File: src/rtl/hazard_pkg.sv
// rtl/hazard_pkg.sv - shared scoreboard entry type, constants and width helpers
package hazard_pkg;

  localparam int DEST_MAX = 8;
  localparam int FWD_RF   = 0;

  typedef struct packed {
    logic                valid;
    logic                regwrite;
    logic                is_load;
    logic [DEST_MAX-1:0] dest;
  } sb_entry_t;

  function automatic int bits_for(input int n);
    return (n <= 2) ? 1 : $clog2(n);
  endfunction

endpackage

File: src/rtl/hazard_match.sv
// rtl/hazard_match.sv - youngest-match priority encoder for one source operand
module hazard_match
  import hazard_pkg::*;
#(
  parameter int PIPE_DEPTH = 3,
  parameter int LOAD_LAT   = 2,
  parameter int AW         = 5,
  parameter int FW         = 2
) (
  input  sb_entry_t [PIPE_DEPTH-1:0] entries_i,
  input  logic [AW-1:0]              src_addr_i,
  input  logic                       src_used_i,
  output logic                       hit_o,
  output logic [FW-1:0]              index_o,
  output logic                       ready_o
);

  // Scan oldest to youngest so the youngest candidate is the last to overwrite.
  always_comb begin
    hit_o   = 1'b0;
    index_o = '0;
    ready_o = 1'b1;
    for (int i = PIPE_DEPTH - 1; i >= 0; i--) begin
      if (src_used_i && (src_addr_i != '0) && entries_i[i].valid &&
          entries_i[i].regwrite && (entries_i[i].dest == DEST_MAX'(src_addr_i))) begin
        hit_o   = 1'b1;
        index_o = FW'(i);
        ready_o = !entries_i[i].is_load || (i + 1 >= LOAD_LAT);
      end
    end
  end

endmodule

File: src/rtl/hazard_scoreboard.sv
// rtl/hazard_scoreboard.sv - in-flight destination scoreboard driving decode stall and EX forward selects
module hazard_scoreboard
  import hazard_pkg::*;
#(
  parameter int NUM_REGS     = 32,
  parameter int PIPE_DEPTH   = 3,
  parameter int NUM_SRC      = 2,
  parameter int LOAD_LAT     = 2,
  parameter int FLUSH_STAGES = 0,
  parameter int CNT_W        = 16,
  localparam int AW = bits_for(NUM_REGS),
  localparam int FW = bits_for(PIPE_DEPTH),
  localparam int IW = bits_for(PIPE_DEPTH + 1)
) (
  input  logic                  clock,
  input  logic                  reset,
  input  logic                  ip_issue_valid,
  input  logic                  ip_issue_regwrite,
  input  logic                  ip_issue_is_load,
  input  logic [AW-1:0]         ip_issue_dest,
  input  logic [NUM_SRC*AW-1:0] ip_src_addr,
  input  logic [NUM_SRC-1:0]    ip_src_used,
  input  logic                  ip_flush,
  output logic                  op_stall,
  output logic [NUM_SRC*FW-1:0] op_fwd_sel,
  output logic [IW-1:0]         op_inflight,
  output logic [CNT_W-1:0]      op_stall_count
);

  sb_entry_t [PIPE_DEPTH-1:0] entry_q, entry_d;
  logic [NUM_SRC*FW-1:0]      fwd_sel_q, fwd_sel_d;
  logic [CNT_W-1:0]           stall_cnt_q, stall_cnt_d;

  logic [NUM_SRC-1:0] hit;
  logic [NUM_SRC-1:0] ready;
  logic [FW-1:0]      idx [NUM_SRC];
  logic               accept;

  for (genvar g = 0; g < NUM_SRC; g++) begin : g_match
    hazard_match #(
      .PIPE_DEPTH(PIPE_DEPTH),
      .LOAD_LAT  (LOAD_LAT),
      .AW        (AW),
      .FW        (FW)
    ) u_match (
      .entries_i (entry_q),
      .src_addr_i(ip_src_addr[g*AW +: AW]),
      .src_used_i(ip_src_used[g]),
      .hit_o     (hit[g]),
      .index_o   (idx[g]),
      .ready_o   (ready[g])
    );
  end

  assign op_stall = ip_issue_valid & ~ip_flush & (|(hit & ~ready));
  assign accept   = ip_issue_valid & ~op_stall & ~ip_flush;

  always_comb begin
    entry_d = '0;
    if (accept) begin
      entry_d[0] = '{valid: 1'b1, regwrite: ip_issue_regwrite,
                     is_load: ip_issue_is_load, dest: DEST_MAX'(ip_issue_dest)};
    end
    for (int i = 1; i < PIPE_DEPTH; i++) begin
      entry_d[i] = (ip_flush && (i <= FLUSH_STAGES)) ? '0 : entry_q[i-1];
    end
  end

  // A winner at i sits at i+1 when this instruction reaches EX; past WB it is in the register file.
  always_comb begin
    fwd_sel_d = '0;
    if (accept) begin
      for (int s = 0; s < NUM_SRC; s++) begin
        if (hit[s] && (int'(idx[s]) + 1 <= PIPE_DEPTH - 1)) begin
          fwd_sel_d[s*FW +: FW] = idx[s] + FW'(1);
        end else begin
          fwd_sel_d[s*FW +: FW] = FW'(FWD_RF);
        end
      end
    end
  end

  always_comb begin
    stall_cnt_d = stall_cnt_q;
    if (op_stall && (stall_cnt_q != '1)) begin
      stall_cnt_d = stall_cnt_q + CNT_W'(1);
    end
  end

  always_comb begin
    op_inflight = '0;
    for (int i = 0; i < PIPE_DEPTH; i++) begin
      op_inflight = op_inflight + IW'(entry_q[i].valid & entry_q[i].regwrite);
    end
  end

  always_ff @(posedge clock or posedge reset) begin
    if (reset) begin
      entry_q     <= '0;
      fwd_sel_q   <= '0;
      stall_cnt_q <= '0;
    end else begin
      entry_q     <= entry_d;
      fwd_sel_q   <= fwd_sel_d;
      stall_cnt_q <= stall_cnt_d;
    end
  end

  assign op_fwd_sel     = fwd_sel_q;
  assign op_stall_count = stall_cnt_q;

endmodule
File: config.mk
export PLATFORM = sky130hd
export DESIGN_NAME = hazard_scoreboard
export DESIGN_NICKNAME = d
export VERILOG_FILES = /design/src/rtl/hazard_pkg.sv /design/src/rtl/hazard_match.sv /design/src/rtl/hazard_scoreboard.sv
export SDC_FILE = /design/constraint.sdc
export NUM_CORES = 1
export LEC_CHECK = 0
export ABC_CLOCK_PERIOD_IN_PS = 2800
export BUFFER_PORTS_ARGS = -buffer_cell sky130_fd_sc_hd__buf_2
export CAP_MARGIN = 30
export CORE_AREA = 2 2 74 58
export DETAILED_ROUTE_END_ITERATION = 10
export DIE_AREA = 0 0 76 60
export PLACE_DENSITY = 0.86
export SETUP_SLACK_MARGIN = 0.3
export SLEW_MARGIN = 5
export SYNTH_ARGS = -nofsm -noshare
export SYNTH_HDL_FRONTEND = slang
export SYNTH_SLANG_ARGS = --single-unit
File: constraint.sdc
create_clock -name clock -period 2.8 [get_ports clock]
set_clock_uncertainty 0.1 [all_clocks]
set_input_delay 0.42 -clock clock [delete_from_list [all_inputs] [get_ports clock]]
set_output_delay 0.42 -clock clock [all_outputs]
set_load 0.01 [all_outputs]
# [Word level (Yosys, flattened, before mapping)]
# Cells that the tools add are included.
[word_totals] inputBits=23 regBits=51 wordCells=84
[classes] n_bitwise=11 magnitude_cmp=2 addsub=7 reduce_logical=27 muxes=18 n_eq_ne=7
[ops] op="$eq A8 B5 Y1" count=6
[ops] op="$logic_and A1 B1 Y1" count=23
[ops] op="$add A16 B1 Y16 const B" count=1
[ops] op="$mux W2" count=8
[ops] op="$ne A16 B16 Y1 const B" count=1
[ops] op="$mux W11" count=1
[ops] op="$reduce_bool A5 Y1" count=2
[ops] op="$mux W1" count=8
[ops] op="$and A1 B1 Y1" count=7
[ops] op="$add A2 B1 Y3 const B" count=2
[ops] op="$le A3 B2 Y1 const B" count=2
[ops] op="$add A2 B1 Y2 const B" count=2
[ops] op="$mux W4" count=1
[ops] op="$add A1 B1 Y2" count=1
[ops] op="$add A2 B1 Y2" count=1
[ops] op="$and A2 B2 Y2" count=1
[ops] op="$not A1 Y1" count=2
[ops] op="$not A2 Y2" count=1
[ops] op="$reduce_or A2 Y1" count=1
[ops] op="$logic_not A1 Y1" count=1

# [Logic depth before layout (Yosys ltp)]
[logic_depth] word_depth=15 ltp_mapped=8 mapped_depth_nobuf=8

# [Modules after synthesis]
# Synthesis repeated with hierarchy kept, for this count alone.
[unflattened] cells_unflattened=201 area_unflattened_um2=2262.2
[modules_own_cells] module="hazard_scoreboard" cells_per_inst=131 area_per_inst_um2=1736.7 instances=1
[modules_own_cells] module="hazard_match" cells_per_inst=35 area_per_inst_um2=262.8 instances=2

# [Least setup slack after synthesis]
# OpenSTA, ideal clock, no wires.
[synth_timing] path_kind="register to output" from="register entry_q, in the netlist entry_d[12]" to="output op_stall" t_arrival_ps=1668 stages_incl_launch_ff=7 slack_ps=612 cell_sequence="dfrtp_1 xnor2_1 nand4_1 or4_4 a21bo_1 buf_6 nor2_1"
[synth_between] elab_chain_cells=7 elab_cells_between_ends=12 cone_classes="2 x eq/ne; 4 x mux; 3 x bitwise; 3 x reduce/logical"
[synth_lines] item="start: declaration" line_no="hazard_scoreboard.sv:30" rtl="sb_entry_t [PIPE_DEPTH-1:0] entry_q, entry_d;"
[synth_lines] item="start signal: assignment" line_no="hazard_scoreboard.sv:103" rtl="entry_q <= entry_d;"
[synth_lines] item="$eq A8 B5 Y1" line_no="hazard_match.sv:25" rtl="entries_i[i].regwrite && (entries_i[i].dest == DEST_MAX'(src_addr_i))) begin"
[synth_lines] item="$logic_and A1 B1 Y1" line_no="hazard_match.sv:25"
[synth_lines] item="$mux W1" line_no="hazard_match.sv:24" rtl="if (src_used_i && (src_addr_i != '0) && entries_i[i].valid &&"
[synth_lines] item="$not A2 Y2" line_no="hazard_scoreboard.sv:55" rtl="assign op_stall = ip_issue_valid & ~ip_flush & (|(hit & ~ready));"
[synth_lines] item="$and A2 B2 Y2 (*)" line_no="hazard_scoreboard.sv:55"
[synth_lines] item="$reduce_or A2 Y1 (*)" line_no="hazard_scoreboard.sv:55"
[synth_lines] item="$and A1 B1 Y1 (*)" line_no="hazard_scoreboard.sv:55"
[synth_lines] item="end: declaration" line_no="hazard_scoreboard.sv:24" rtl="output logic op_stall,"
# Every way passes the cells marked *; elsewhere a longest branch is shown, timed or not.

# [Worst setup path after layout]
[layout_timing] from="register entry_q, in the netlist entry_d[13]" to="output op_stall"
# Same word-level chain as after synthesis.

==> results.md <==
* Worst-skew pair later-pin latency at roughly 0.30 ns
* Area delta synth->final at 22.7%
* Largest area contributor in the netlist: dfrtp_1
* Vias at 1497
* CTS tree: yes
* Total power at between 0.001 and 0.0015 W
* Setup TNS at 0 ns
* Data required, critical path at about 2.3 ns
* Worst slew margin at 0.661
* Fin crit share at 0.888
* Fmax at 0.402 GHz
* # rows at 20
* Initial Utilization at 0.508
* Share of the yosys chip area belonging to registers at 0.533
* Slew Limit Fails at 0
* Drt wl/cell at ~15 µm
* Crit-path slowest cell: or4_4
* Mapped Nets at just under 200
* Die Area at roughly 4600 µm²
* Asr flop ratio synth at 1.00
* Ys flop type: dfrtp_1
* R2r endpoint: op_stall_count[5]$_DFFE_PP0P_
* Worst-margin pin slew at ~0.51 ns
* Number of synthesized register bits at 42
* Die Y at around 60 µm
* CP max FO at 3
* Gpl congestion at 0.931
* Final HPWL DP at ~2.9 mm
* Root Buffer: clkbuf_8
* Crit path DAT at a little under 2 ns
* Via density at ~5.3
* # Max-Cap Violations at 0
* TritonCTS Buffers at 5
* Initial antenna violation count at 0
* Cells after Synth at approximately 170
* Longest Clk Path Bufs at 2
* N_diodes at 0
* Post-route minimum period at between 2 and 2.5 ns
* Pwr per Cell Area at ~490 nW/µm²
* DRT Pass-1 Iters at 4
* First-pass GRT wire length at ~7.0 mm
* Hold Slack at 0.140 ns
* Clock Sinks at between 40 and 50
* Ranking of synthesized cells by area: dfrtp_1 (53%), xnor2_1 (15%), and3_1 (3.8%), nand4_1 (3.8%), xor2_1 (3.1%)
* Final Hold Viols at 0
* Pin count of the biggest net entering global routing at 43
* Status: completed
* Clk pin slew, worst setup/hold paths at approximately 0.08 ns
* Worst R2R Start: entry_d[13]$_DFF_PP0_
* Synth Warn # at 0
* Kind of critical path: register to output pin
* Final setup violating endpoints at 0
* Die W at 76 µm
* GRT Total Usage at 0.202
* DRT iter0 DRCs at between 100 and 150
* Final wirelength at about 4.2 mm
* Vias in the first global route at 1514
* Share of cells above drive strength 1 at 0.300
* Clock H-tree levels at 2
* Flop-to-flop setup slack at ~0.44 ns
* Leak at between 1 and 1.5 nW
* Layout Nets at 253
* Remaining antenna violation count at 0
* Crit-path cells: xnor2_1 -> nand4_1 -> or4_4 -> a21bo_4 -> nor2_1 -> buf_2
* Worst reg-to-reg path cell count at 7
* DRC at 0
* Core box area at approximately 3900 µm²
* Synth top area share at 0.533
* Hold_buf cts at 0
* Count of input and output buffers at 45
* Max VDD drop at about 0.00030 V
* Syn Area/Cell at 11.7 µm²
* Grt ovf at 0
* # IOs at 46
* Slowest stage delay, CP at roughly 0.51 ns
* CP Launch Type: register
* Netlist cell types at 33
* Post-Syn Area at ~2000 µm²
* Crit end category: output pin
* Worst Hold Class: input pin to asynchronous set/reset pin
* Post-synth EDFFs at 0
* Unrepaired setup endpoints after global routing: true
-- power breakdown --
group          leakage (nW)  total [W]  switching [W]  internal, W
Clock                0.0514   0.000476       0.000210     0.000266
Combinational         0.563  0.0000874      0.0000458    0.0000415
Sequential            0.574   0.000629      0.0000103     0.000619
Total                  1.19    0.00119       0.000267     0.000926
-- cells in the mapped netlist, types with 2 or more instances --
library cell,number
dfrtp_1,42
xnor2_1,33
and3_1,12
nand4_1,12
nand2_1,11
xor2_1,7
inv_1,5
nor3_1,5
nand3_1,4
and2_1,3
and4_1,3
ha_1,3
nor2_1,3
nor4_1,3
nor2b_1,2
nor4b_1,2
or4_1,2
or4_4,2
-- per-layer routing --
layer / GRT usage / vias up / part of all wire
met1: 0.255 / 728 / 0.43
met2: 0.324 / 57 / 0.48
li1: - / 701 / -
met5: 0 / - / 0
met4: 0.0961 / 0 / 0.025
met3: 0.0680 / 11 / 0.068
-- timing repair --
action / 4_1_cts / 5_1_grt
endpoints found under the setup margin: 1 / 1
buffers inserted: 2 / 3
pin swaps: 4 / 6
gates resized for setup: 2 / 0
-- state kept, by name, indices dropped and copies added (netlist names) --
signal / flops
entry_d: 15
entry_q: 7
op_stall_count: 16
op_fwd_sel: 4
-- kinds of logic (layout without fill, tap and decap cells) --
family / count (synthesis) / after routing / synth area share
AOI/OAI and AO/OA: 4 / 4 / 0.0165
and+or+nand+nor: 70 / 70 / 0.217
buffers and inverters: 8 / 66 / 0.0210
muxes: 1 / 1 / 0.00571
DFF: 42 / 42 / 0.533
xor gates and xnor gates: 40 / 40 / 0.178
adders and majority gates: 4 / 4 / 0.0292
-- area by class of cell --
cell class	count	area, µm²
fill	330	1460
multi-input combinational	119	885
tap	55	68.8
clock inverter	2	37.5
sequential	42	1050
timing repair buffer	53	285
clock buffer	6	72.6
inverter	5	18.8
-- placed cells by master (no fill, tap or decap), types with 2 or more instances in the layout --
| master | count |
|---|---|
| nor2b_1 | 2 |
| inv_1 | 5 |
| nor4_1 | 3 |
| ha_1 | 3 |
| dfrtp_1 | 42 |
| clkbuf_8 | 5 |
| or4_1 | 2 |
| xnor2_1 | 33 |
| or4_4 | 2 |
| buf_2 | 45 |
| xor2_1 | 7 |
| and2_1 | 3 |
| buf_4 | 8 |
| nand3_1 | 4 |
| and4_1 | 3 |
| nor2_1 | 3 |
| nand4_1 | 12 |
| nor3_1 | 5 |
| nand2_1 | 11 |
| and3_1 | 12 |
| nor4b_1 | 2 |
-- stage by stage --
step	cells	instance area, µm²	utilization	worst slack (ns)
finish	282	2420	0.624	0.314
detailed placement	269	2260	0.584	0.319
floorplan	169	1970	-	0.612
global route	282	2420	0.624	0.239
global placement	269	2260	0.584	0.357
CTS	279	2400	0.618	0.305
-- worst max-delay path, delay by kind of cell, from the launching register on --
family,cells,cell delay (ns)
buffers and inverters,1,0.13
xor gates and xnor gates,1,0.19
and+or+nand+nor,3,0.70
DFF,1,0.43
AOI/OAI and AO/OA,1,0.23
-- worst max-delay path by stage --
stage,startpoint,end,slack (ns),cells past startpoint
2_1_floorplan,entry_d[12]$_DFF_PP0_,op_stall,0.61,6
3_3_place_gp,ip_src_addr[1],op_stall,0.36,7
3_5_place_dp,ip_src_addr[1],op_stall,0.32,7
4_1_cts,entry_d[15]$_DFF_PP0_,op_stall,0.30,6
5_1_grt,entry_d[13]$_DFF_PP0_,op_stall,0.24,6
6_report,entry_d[13]$_DFF_PP0_,op_stall,0.31,6
Note: power is estimated with default switching activity, not from simulation.
